===== src/rtl/dq_delay_train_ctrl.sv =====
// Per-bit DQ read-eye trainer. Each bit's delay line is swept from tap 0 to TAP_MAX and the longest
// passing window is located. The line is then parked at the window centre and the per-bit result is latched.

module dq_delay_train_lane #(
  parameter int TAP_W = 7
) (
  input  logic             clk,
  input  logic             rst,
  input  logic             sel,
  input  logic             load_p,
  input  logic             move_p,
  input  logic             dir_p,
  input  logic             clr_p,
  input  logic             start_clr,
  input  logic             store,
  input  logic             fail_set,
  input  logic [TAP_W-1:0] center_in,
  input  logic [TAP_W:0]   width_in,
  output logic             load,
  output logic             move,
  output logic             direction,
  output logic             clr_flags,
  output logic             fail,
  output logic [TAP_W-1:0] center,
  output logic [TAP_W:0]   width
);
  assign load      = sel & load_p;
  assign move      = sel & move_p;
  assign direction = sel & move_p & dir_p;
  assign clr_flags = sel & clr_p;

  always_ff @(posedge clk) begin
    if (rst) begin
      fail   <= 1'b0;
      center <= '0;
      width  <= '0;
    end else if (start_clr) begin
      fail <= 1'b0;
    end else if (sel && store) begin
      center <= center_in;
      width  <= width_in;
      fail   <= fail_set;
    end
  end
endmodule

module dq_delay_train_ctrl #(
  parameter int NUM_BITS      = 8,
  parameter int TAP_W         = 7,
  parameter int TAP_MAX       = 127,
  parameter int SETTLE_CYCLES = 4,
  parameter int SAMPLE_CYCLES = 16,
  localparam int SEL_W = (NUM_BITS > 1) ? $clog2(NUM_BITS) : 1
) (
  input  logic                FAB_CLK,
  input  logic                SYNC_RST,
  input  logic                START,
  output logic                BUSY,
  output logic                DONE,
  output logic [NUM_BITS-1:0] DELAY_LINE_LOAD,
  output logic [NUM_BITS-1:0] DELAY_LINE_MOVE,
  output logic [NUM_BITS-1:0] DELAY_LINE_DIRECTION,
  output logic [NUM_BITS-1:0] EYE_MONITOR_CLEAR_FLAGS,
  input  logic [NUM_BITS-1:0] EYE_MONITOR_EARLY,
  input  logic [NUM_BITS-1:0] EYE_MONITOR_LATE,
  input  logic [NUM_BITS-1:0] DELAY_LINE_OUT_OF_RANGE,
  input  logic [SEL_W-1:0]    RESULT_SEL,
  output logic [TAP_W-1:0]    RESULT_CENTER,
  output logic [TAP_W:0]      RESULT_WIDTH,
  output logic [NUM_BITS-1:0] FAIL
);
  localparam int CMAX  = (SETTLE_CYCLES > SAMPLE_CYCLES) ? SETTLE_CYCLES : SAMPLE_CYCLES;
  localparam int CNT_W = $clog2(CMAX + 1);

  typedef enum logic [3:0] {
    S_IDLE, S_LOAD, S_SETTLE, S_CLEAR, S_SAMPLE, S_EVAL, S_STEP, S_CENTER, S_NEXT, S_DONE
  } state_t;

  state_t state, state_nxt;

  logic [SEL_W-1:0]    b;
  logic [TAP_W-1:0]    tap, run_start, best_start, run_start_nxt, cand_start, target;
  logic [TAP_W:0]      run_len, best_len, run_len_nxt, cand_len, best_end, win_sum;
  logic [CNT_W-1:0]    cnt;
  logic                err, oor;
  logic [NUM_BITS-1:0] sel_vec;
  logic                flag_cur, oor_cur, pass, last, close_run;
  logic                load_p, move_p, dir_p, clr_p, start_acc, store_res, fail_set;
  logic [TAP_W-1:0]    center_in;

  logic [NUM_BITS-1:0][TAP_W-1:0] res_center;
  logic [NUM_BITS-1:0][TAP_W:0]   res_width;

  always_comb begin
    for (int i = 0; i < NUM_BITS; i++) sel_vec[i] = (b == SEL_W'(i));
  end

  assign flag_cur  = |((EYE_MONITOR_EARLY | EYE_MONITOR_LATE) & sel_vec);
  assign oor_cur   = |(DELAY_LINE_OUT_OF_RANGE & sel_vec);
  assign start_acc = (state == S_IDLE) && START;

  // Window bookkeeping for the tap being evaluated; a run closes on a failing tap or at sweep end.
  always_comb begin
    pass          = !err;
    last          = (tap == TAP_W'(TAP_MAX)) || oor;
    run_len_nxt   = pass ? run_len + 1'b1 : '0;
    run_start_nxt = (pass && run_len == '0) ? tap : run_start;
    cand_len      = pass ? run_len_nxt : run_len;
    cand_start    = pass ? run_start_nxt : run_start;
    close_run     = !pass || last;
  end

  assign best_end = {1'b0, best_start} + best_len - 1'b1;
  assign win_sum  = {1'b0, best_start} + best_end;
  assign target   = win_sum[TAP_W:1];

  always_ff @(posedge FAB_CLK) begin
    if (SYNC_RST) state <= S_IDLE;
    else          state <= state_nxt;
  end

  always_comb begin
    state_nxt = state;
    load_p    = 1'b0;
    move_p    = 1'b0;
    dir_p     = 1'b0;
    clr_p     = 1'b0;
    case (state)
      S_IDLE:   if (START) state_nxt = S_LOAD;
      S_LOAD:   begin load_p = 1'b1; state_nxt = S_SETTLE; end
      S_SETTLE: if (cnt == CNT_W'(SETTLE_CYCLES - 1)) state_nxt = S_CLEAR;
      S_CLEAR:  begin clr_p = 1'b1; state_nxt = S_SAMPLE; end
      S_SAMPLE: if (cnt == CNT_W'(SAMPLE_CYCLES - 1)) state_nxt = S_EVAL;
      S_EVAL:   state_nxt = last ? S_CENTER : S_STEP;
      S_STEP:   begin move_p = 1'b1; dir_p = 1'b1; state_nxt = S_SETTLE; end
      S_CENTER: begin
        // An end-stop still asserted from the top of the sweep is only acted on once we have moved.
        if (best_len == '0) begin
          load_p    = 1'b1;
          state_nxt = S_NEXT;
        end else if ((oor_cur && cnt != '0) || tap == target) begin
          state_nxt = S_NEXT;
        end else if (cnt == '0) begin
          move_p = 1'b1;
        end
      end
      S_NEXT:   state_nxt = (b == SEL_W'(NUM_BITS - 1)) ? S_DONE : S_LOAD;
      S_DONE:   state_nxt = S_IDLE;
      default:  state_nxt = S_IDLE;
    endcase
  end

  assign store_res = (state == S_CENTER) && (state_nxt == S_NEXT);
  assign fail_set  = (best_len == '0) || (oor_cur && cnt != '0);
  assign center_in = (best_len == '0) ? '0 : tap;

  always_ff @(posedge FAB_CLK) begin
    if (SYNC_RST) begin
      b          <= '0;
      tap        <= '0;
      cnt        <= '0;
      err        <= 1'b0;
      oor        <= 1'b0;
      run_len    <= '0;
      run_start  <= '0;
      best_len   <= '0;
      best_start <= '0;
    end else begin
      case (state)
        S_IDLE: if (START) b <= '0;
        S_LOAD: begin
          tap        <= '0;
          cnt        <= '0;
          run_len    <= '0;
          run_start  <= '0;
          best_len   <= '0;
          best_start <= '0;
        end
        S_SETTLE: cnt <= (cnt == CNT_W'(SETTLE_CYCLES - 1)) ? '0 : cnt + 1'b1;
        S_CLEAR: begin
          err <= 1'b0;
          oor <= 1'b0;
          cnt <= '0;
        end
        S_SAMPLE: begin
          err <= err | flag_cur;
          oor <= oor | oor_cur;
          cnt <= (cnt == CNT_W'(SAMPLE_CYCLES - 1)) ? '0 : cnt + 1'b1;
        end
        S_EVAL: begin
          cnt       <= '0;
          run_len   <= run_len_nxt;
          run_start <= run_start_nxt;
          // Strictly longer only, so the earliest of equal windows is kept.
          if (close_run && cand_len > best_len) begin
            best_len   <= cand_len;
            best_start <= cand_start;
          end
        end
        S_STEP: begin
          tap <= tap + 1'b1;
          cnt <= '0;
        end
        S_CENTER: begin
          if (best_len == '0) tap <= '0;
          else if (move_p)    tap <= tap - 1'b1;
          cnt <= (cnt == CNT_W'(SETTLE_CYCLES)) ? '0 : cnt + 1'b1;
        end
        S_NEXT: if (b != SEL_W'(NUM_BITS - 1)) b <= b + 1'b1;
        default: ;
      endcase
    end
  end

  for (genvar i = 0; i < NUM_BITS; i++) begin : g_lane
    dq_delay_train_lane #(.TAP_W(TAP_W)) u_lane (
      .clk       (FAB_CLK),
      .rst       (SYNC_RST),
      .sel       (sel_vec[i]),
      .load_p    (load_p),
      .move_p    (move_p),
      .dir_p     (dir_p),
      .clr_p     (clr_p),
      .start_clr (start_acc),
      .store     (store_res),
      .fail_set  (fail_set),
      .center_in (center_in),
      .width_in  (best_len),
      .load      (DELAY_LINE_LOAD[i]),
      .move      (DELAY_LINE_MOVE[i]),
      .direction (DELAY_LINE_DIRECTION[i]),
      .clr_flags (EYE_MONITOR_CLEAR_FLAGS[i]),
      .fail      (FAIL[i]),
      .center    (res_center[i]),
      .width     (res_width[i])
    );
  end

  always_comb begin
    RESULT_CENTER = '0;
    RESULT_WIDTH  = '0;
    for (int i = 0; i < NUM_BITS; i++) begin
      if (RESULT_SEL == SEL_W'(i)) begin
        RESULT_CENTER = res_center[i];
        RESULT_WIDTH  = res_width[i];
      end
    end
  end

  assign BUSY = (state != S_IDLE) && (state != S_DONE);
  assign DONE = (state == S_DONE);
endmodule


===== config.mk =====
export PLATFORM = sky130hd
export DESIGN_NAME = dq_delay_train_ctrl
export DESIGN_NICKNAME = d
export VERILOG_FILES = /design/src/rtl/dq_delay_train_ctrl.sv
export SDC_FILE = /design/constraint.sdc
export NUM_CORES = 1
export LEC_CHECK = 0
export BUFFER_PORTS_ARGS = -buffer_cell sky130_fd_sc_hd__buf_2
export CAP_MARGIN = 20
export CELL_PAD_IN_SITES_DETAIL_PLACEMENT = 0
export CELL_PAD_IN_SITES_GLOBAL_PLACEMENT = 1
export CORE_MARGIN = 1.5
export CORE_UTILIZATION = 49
export CTS_CLUSTER_DIAMETER = 30
export DETAILED_ROUTE_END_ITERATION = 12
export MAX_ROUTING_LAYER = met4
export PLACE_DENSITY_LB_ADDON = 0.05
export RECOVER_POWER = 50
export SLEW_MARGIN = 15
export SYNTH_ARGS = -nofsm -noshare
export SYNTH_HDL_FRONTEND = slang
export SYNTH_SLANG_ARGS = --single-unit

===== constraint.sdc =====
create_clock -name FAB_CLK -period 5.8 [get_ports FAB_CLK]
set_clock_uncertainty 0.05 [all_clocks]
set_input_delay 0.58 -clock FAB_CLK [delete_from_list [all_inputs] [get_ports FAB_CLK]]
set_output_delay 0.58 -clock FAB_CLK [all_outputs]
set_load 0.02 [all_outputs]

==> run_results.csv, run 1 <==
group,metric,value,unit
run_status,outcome,"finished, violations left",
run_status,violations,"capacitance limit, slew limit",
floorplan,die_h,147,um
critical_path,critPathMaxStageDelay,1.17,ns
drt,wl,27000,um
clock_network,clock-sinks,179,
drt,drtIter0Drc,563,
critical_path,crit_family,"buffers and inverters",
timing,slew_viol_final,75,
clock_network,hold_buffers,0,
grt,grtUsageTotal,0.260,
power,power,2.57,mW
synthesis,ys_seq_area_frac,0.352,
critical_path,worstSetupPathType,"flop to flop",
timing,timing_hold_violations_final,0,
layout,diodes,0,
clock_network,insertion_delay,0.44,ns
synthesis,syn_nets,1338,
layout,design_area,10900,um2
synthesis,synth_area,10200,um2
grt,grt_max_degree,111,
synthesis,synth_flop_cell,"dfxtp_1",
layout,layout_common_cells,"nor2_1 (182), dfxtp_1 (179), o21ai_0 (109), mux2i_1 (98), nand2_1 (78)",
power,powerDensity,235,nW/um2
synthesis,synth_edf_count,0,
placement,place_congestion,0.832,
critical_path,critPathLaunchType,"flop",
critical_path,cp_data_required_time,6.03,ns
grt,grt-ovfl-total,0,
floorplan,fp.dieArea,21600,um2
timing,tightestPinTransition,2.12,ns
timing,finalHoldWorstSlack,0.415,ns
critical_path,crit_buf_inv,5,
layout,fin_nets,1326,
drt,vias,8666,
power,vdd_drop_max,0.171,mV
placement,dpl-instance-area,10500,um2
floorplan,core,20300,um2
clock_network,cts_inserted_buffers,17,
flow_run,maxCapViolCount,3,
floorplan,io_pins,87,
placement,hpwl,17600,um
clock_network,cts_resized,0,
clock_network,cts_tree,"yes",
drt,drc_errors,0,
drt,wl_per_cell,17.5,um
timing,finalCritPeriodShare,0.875,
synthesis,synthArstFlopShare,0,
timing,rsz0062_at_grt,"no",
clock_network,post_cts_buffers,0,
timing,max_freq,0.197,GHz
timing,slew_headroom,-0.415,
synthesis,yosys_register_bits,179,
drt,dr.pass1.iters,5,
grt,antenna_found_initial,0,
clock_network,clk_pin_slew,0.08,ns
power,p_leak,3.94,nW
synthesis,yosysWarnings,0,
critical_path,end_kind,"flop",
grt,first_global_vias,8164,
timing,timing.final.ws_setup,0.722,ns
synthesis,synthCells,1272,
layout,drive_above_1_share,0.0864,
synthesis,yosysUniqueCellTypes,60,
synthesis,syn_avg_cell_area,8.00,um2
drt,drtAntennaViolNets,0,
layout,layout_commonest_cell,"nor2_1",
layout,syn_to_final_growth,7.40,%
drt,avgViaCountPerCell,5.62,
timing,final.setup.tns,0,ns
floorplan,die_w,147,um
placement,place_ws,1.11,ns
grt,grt_pass1_wl,43800,um
clock_network,ctsHtreeMaxLevel,4,
critical_path,crit_top_cell,"inv_1",
critical_path,cp_cell_sequence,"inv_1, ha_1, inv_1, ha_1, inv_1, fa_1, nand2b_1, a211oi_1, or3_1, nand4_1, clkbuf_1, o41ai_1, clkbuf_1, mux2i_1, nor2_1",
critical_path,critPathMaxFanout,20,
floorplan,fp-row-count,52,
critical_path,arrival,5.31,ns
placement,port_buffers,86,
clock_network,clock_path_buffers,2,
timing,setup_viol,0,
floorplan,start_util,0.501,
critical_path,crit_slowest_cell,"clkbuf_1",
clock_network,root_buffer,"clkbuf_16",
worst_hold_path,hold_path_class,"flop to flop",
timing,final.min_clock_period,5.08,ns
[worst reg2reg max path, stage by stage (launching register included)]
cell and delay [ns]:
dfxtp_1 0.50, inv_1 0.14, ha_1 0.29, inv_1 0.06, ha_1 0.16, inv_1 0.06, fa_1 0.38, nand2b_1 0.17
a211oi_1 0.24, or3_1 0.15, nand4_1 0.52, clkbuf_1 0.34, o41ai_1 0.35, clkbuf_1 1.17, mux2i_1 0.30, nor2_1 0.05
[cell type report]
class                      instances  area, um2
clock buffer                      17        425
sequential                       179       3580
timing repair buffer             104        487
inverter                          53        199
tap                              270        338
multi-input combinational        905       5740
clock inverter                    15        164
fill                            2034       9370
[metal layers]
| metal | GRT usage | share of wire |
|---|---|---|
| met4 | 0.0615 | 0.013 |
| met2 | 0.415 | 0.47 |
| met1 | 0.353 | 0.48 |
| met3 | 0.0311 | 0.038 |
| met5 | - | 0 |
[state kept, by name, indices dropped and copies added, names as in the netlist]
register and count:
g_lane.u_lane.width 64, g_lane.u_lane.center 56, best_len 8, g_lane.u_lane.fail 8, run_len 8, best_start 7
run_start 7, tap 7, cnt 5, state 4, b 3, err 1
oor 1
[per-stage QoR]
stage               cells  utilization
floorplan            1272            -
global placement     1509        0.514
detailed placement   1511        0.515
CTS                  1543        0.544
global route         1543        0.539
finish               1543        0.539
[report_power, final]
part           switching, mW  internal, mW  leakage, nW  total (mW)
registers            0.00982          1.23         1.44        1.24
logic                  0.112        0.0513         2.21       0.163
clock network          0.553         0.611        0.288        1.16
total                  0.675          1.89         3.94        2.57
[cell usage after synthesis (all sizes together), types with 4 or more instances]
master	n	area [um2]
nand3	69	345
xor2	5	43.8
a21o	5	37.5
nand2	78	293
ha	35	438
nor2b	12	75.1
o21ai	111	567
o32ai	7	61.3
buf	80	526
o31ai	11	92.6
dfxtp	179	3580
nand4	4	25.0
a21oi	63	315
nor3	9	45.0
a211oi	5	37.5
mux2	6	67.6
nor4	4	25.0
nand2b	63	394
a211o	5	43.8
a31oi	12	75.1
mux4	4	90.1
and3	12	75.1
o221ai	6	52.6
clkbuf	55	206
nor2	186	706
mux2i	98	981
or3	10	62.6
a221oi	4	35.0
inv	53	199
a22oi	15	113
xnor2	14	123
o211ai	10	75.1
a22o	8	70.1
[final timing paths]
path	startpoint	cells past startpoint	slack, ns	endpoint
min reg2reg	g_lane[6].u_lane.center[4]	2	0.42	g_lane[6].u_lane.center[4]
max reg2reg	best_len[1]	15	0.72	g_lane[7].u_lane.width[1]
max	best_len[1]	15	0.72	g_lane[7].u_lane.width[1]
min	g_lane[6].u_lane.center[4]	2	0.42	g_lane[6].u_lane.center[4]
[logic make-up after synthesis]
logic type	count (synthesis)	synth area share
AO/OA/AOI/OAI	280	0.170
XOR/XNOR	19	0.0163
adder cells (fa/ha/maj)	36	0.0450
buffers and inverters	188	0.0915
flip-flops	179	0.352
multiplexers	108	0.112
AND/OR/NAND/NOR	462	0.213
No activity file was read; power rests on OpenSTA's default activity.
==> run 2, diff against run 1 <==
--- a/config.mk
+++ b/config.mk
@@ -9,8 +9,8 @@
 export CAP_MARGIN = 20
 export CELL_PAD_IN_SITES_DETAIL_PLACEMENT = 0
 export CELL_PAD_IN_SITES_GLOBAL_PLACEMENT = 1
-export CORE_MARGIN = 1.5
-export CORE_UTILIZATION = 49
+export CORE_MARGIN = 8
+export CORE_UTILIZATION = 51
 export CTS_CLUSTER_DIAMETER = 30
 export DETAILED_ROUTE_END_ITERATION = 12
 export MAX_ROUTING_LAYER = met4
@@ -19,4 +19,5 @@
 export SLEW_MARGIN = 15
 export SYNTH_ARGS = -nofsm -noshare
 export SYNTH_HDL_FRONTEND = slang
+export SYNTH_HIERARCHICAL = 1
 export SYNTH_SLANG_ARGS = --single-unit
==> run 2 against run 1 <==
  * The flow still finishes with violations (capacitance limit, slew limit)
  * Worst hold slack is essentially flat
  * Total power grew 3.6%
  * Via count shrank 1.7%
  * Largest power group is now the clock network
==> run_results.csv, run 2 <==
group,metric,value,unit
run_status,outcome,"finished, violations left",
run_status,violations,"capacitance limit, slew limit",
drt,drc_errors,0,
placement,place_congestion,0.820,
synthesis,synth_commonest_cells,"nand2b_1 (249), dfxtp_1 (179), mux2i_1 (130), nor2_1 (68), clkbuf_1 (57)",
timing,final.setup.tns,0,ns
synthesis,yosysWarnings,6,
timing,slew_viol_final,177,
grt,grt_max_degree,164,
clock_network,post_cts_buffers,0,
synthesis,syn_nets,1291,
synthesis,yosys_register_bits,179,
clock_network,insertion_delay,0.44,ns
grt,antenna_found_initial,0,
grt,grt-ovfl-total,0,
layout,diodes,0,
synthesis,ys_top_cells_by_area,"dfxtp_1 (32%), nand2b_1 (14%), mux2i_1 (12%)",
layout,fin_nets,1328,
floorplan,core,21600,um2
layout,syn_to_final_growth,8.38,%
floorplan,die_w,163,um
worst_hold_path,whs_path_depth,2,
layout,drive_above_1_share,0.135,
clock_network,clock_path_buffers,2,
layout,top_regs,"g_lane.u_lane/width x64, g_lane.u_lane/center x56",
timing,final.min_clock_period,5.10,ns
clock_network,root_buffer,"clkbuf_16",
layout,largest_reg_flops,64,
critical_path,end_kind,"flop",
synthesis,syn_avg_cell_area,9.05,um2
placement,hpwl,18500,um
floorplan,fp-row-count,54,
timing,tightestPinTransition,4.05,ns
synthesis,synthCells,1225,
critical_path,worstSetupPathType,"flop to flop",
drt,vias,8520,
drt,avgViaCountPerCell,5.48,
timing,max_freq,0.196,GHz
synthesis,synth_top_area_frac,0.323,
floorplan,start_util,0.514,
layout,top_register,"g_lane.u_lane/width",
power,p_leak,4.23,nW
synthesis,yosysUniqueCellTypes,75,
layout,multi_input_area,6710,um2
layout,fill_cells,2047,
synthesis,synthArstFlopShare,0,
clock_network,cts_resized,0,
critical_path,critPathMaxFanout,21,
timing,setup_viol,0,
critical_path,reg2regPathDepth,15,
timing,slew_headroom,-1.70,
power,power,2.66,mW
power,powerDensity,222,nW/um2
synthesis,synth_area,11100,um2
floorplan,die_h,163,um
grt,grtUsageTotal,0.217,
drt,drtIter0Drc,395,
synthesis,synth_top_cell_by_area,"dfxtp_1",
flow_run,maxCapViolCount,4,
timing,timing_hold_violations_final,0,
worst_hold_path,hold_path_class,"flop to flop",
critical_path,critPathLaunchType,"flop",
timing,finalCritPeriodShare,0.880,
synthesis,ys_seq_area_frac,0.323,
clock_network,clock-sinks,179,
drt,drtAntennaViolNets,0,
drt,wl_per_cell,17.8,um
layout,layout_commonest_cell,"nand2b_1",
clock_network,cts_inserted_buffers,17,
clock_network,cts_tree,"yes",
synthesis,synth.most_common_cell,"nand2b_1",
layout,register_area,3580,um2
floorplan,fp.dieArea,26700,um2
synthesis,synth_edf_count,0,
clock_network,hold_buffers,0,
floorplan,io_pins,87,
clock_network,ctsHtreeMaxLevel,4,
drt,dr.pass1.iters,6,
layout,layout_common_cells,"nand2b_1 (249), dfxtp_1 (179), mux2i_1 (130), nor2_1 (68), a21oi_1 (54)",
drt,wl,27700,um
timing,rsz0062_at_grt,"no",
synthesis,synth_flop_cell,"dfxtp_1",
grt,grt_pass1_wl,45200,um
critical_path,cp_data_required_time,6.10,ns
power,vdd_drop_max,0.188,mV
clock_network,clk_pin_slew,0.07,ns
grt,first_global_vias,8272,
placement,port_buffers,86,
critical_path,arrival,5.41,ns
run 2: path summary, 6_finish.rpt:
check / slack (ns) / startpoint / endpoint
min reg2reg: 0.42 / best_start[4] / best_start[4]
min: 0.42 / best_start[4] / best_start[4]
max: 0.70 / best_len[1] / g_lane[0].u_lane/width[0]
max reg2reg: 0.70 / best_len[1] / g_lane[0].u_lane/width[0]
run 2: logic make-up after synthesis:
group,after synthesis,synth area share
xor gates and xnor gates,20,0.0165
buffers and inverters,142,0.0695
DFF,179,0.323
AOI/OAI and AO/OA,195,0.124
muxes,157,0.161
and+or+nand+nor,496,0.264
adders and majority gates,36,0.0413
run 2: final cells by class:
class | count | share of cell area
repair buffers | 103 | 0.0424
inverters | 57 | 0.0178
well taps | 280 | 0.0292
clock buffers | 21 | 0.0400
multi-input cells | 904 | 0.559
clock inverters | 11 | 0.0134
flip-flops and latches | 179 | 0.298
run 2: metrics by stage:
stage                     hold slack [ns]  utilization  worst slack (ns)  cell area [um2]  cells
after detailed placement            0.410        0.532              1.03            11500   1523
after global routing                0.438        0.557             0.303            12000   1555
after floorplan                     0.394            -              1.69            11100   1225
after CTS                           0.419        0.562             0.817            12100   1555
final                               0.415        0.557             0.697            12000   1555
after global placement              0.404        0.531              1.08            11500   1522
run 2: per-layer routing:
metal | wire [um] | GRT usage
met4 | 288 | 0.0559
met5 | 0 | -
met2 | 13500 | 0.357
met1 | 13100 | 0.275
met3 | 781 | 0.0323
run 2: power by group:
| part | total (mW) | internal [mW] | switching (mW) |
|---|---|---|---|
| clock | 1.27 | 0.736 | 0.530 |
| combinational | 0.160 | 0.0671 | 0.0927 |
| sequential | 1.24 | 1.23 | 0.00544 |
run 2: critical path: stages, from the launching register on:
cell,delay (ns)
dfxtp_1,0.58
inv_1,0.13
ha_1,0.31
inv_1,0.06
ha_1,0.16
inv_1,0.06
fa_1,0.39
nand2b_1,0.17
a21oi_2,0.16
xnor2_1,0.09
or4_4,0.56
o311ai_2,0.50
and2_0,0.79
and3b_1,0.27
clkbuf_2,0.48
mux2i_1,0.26
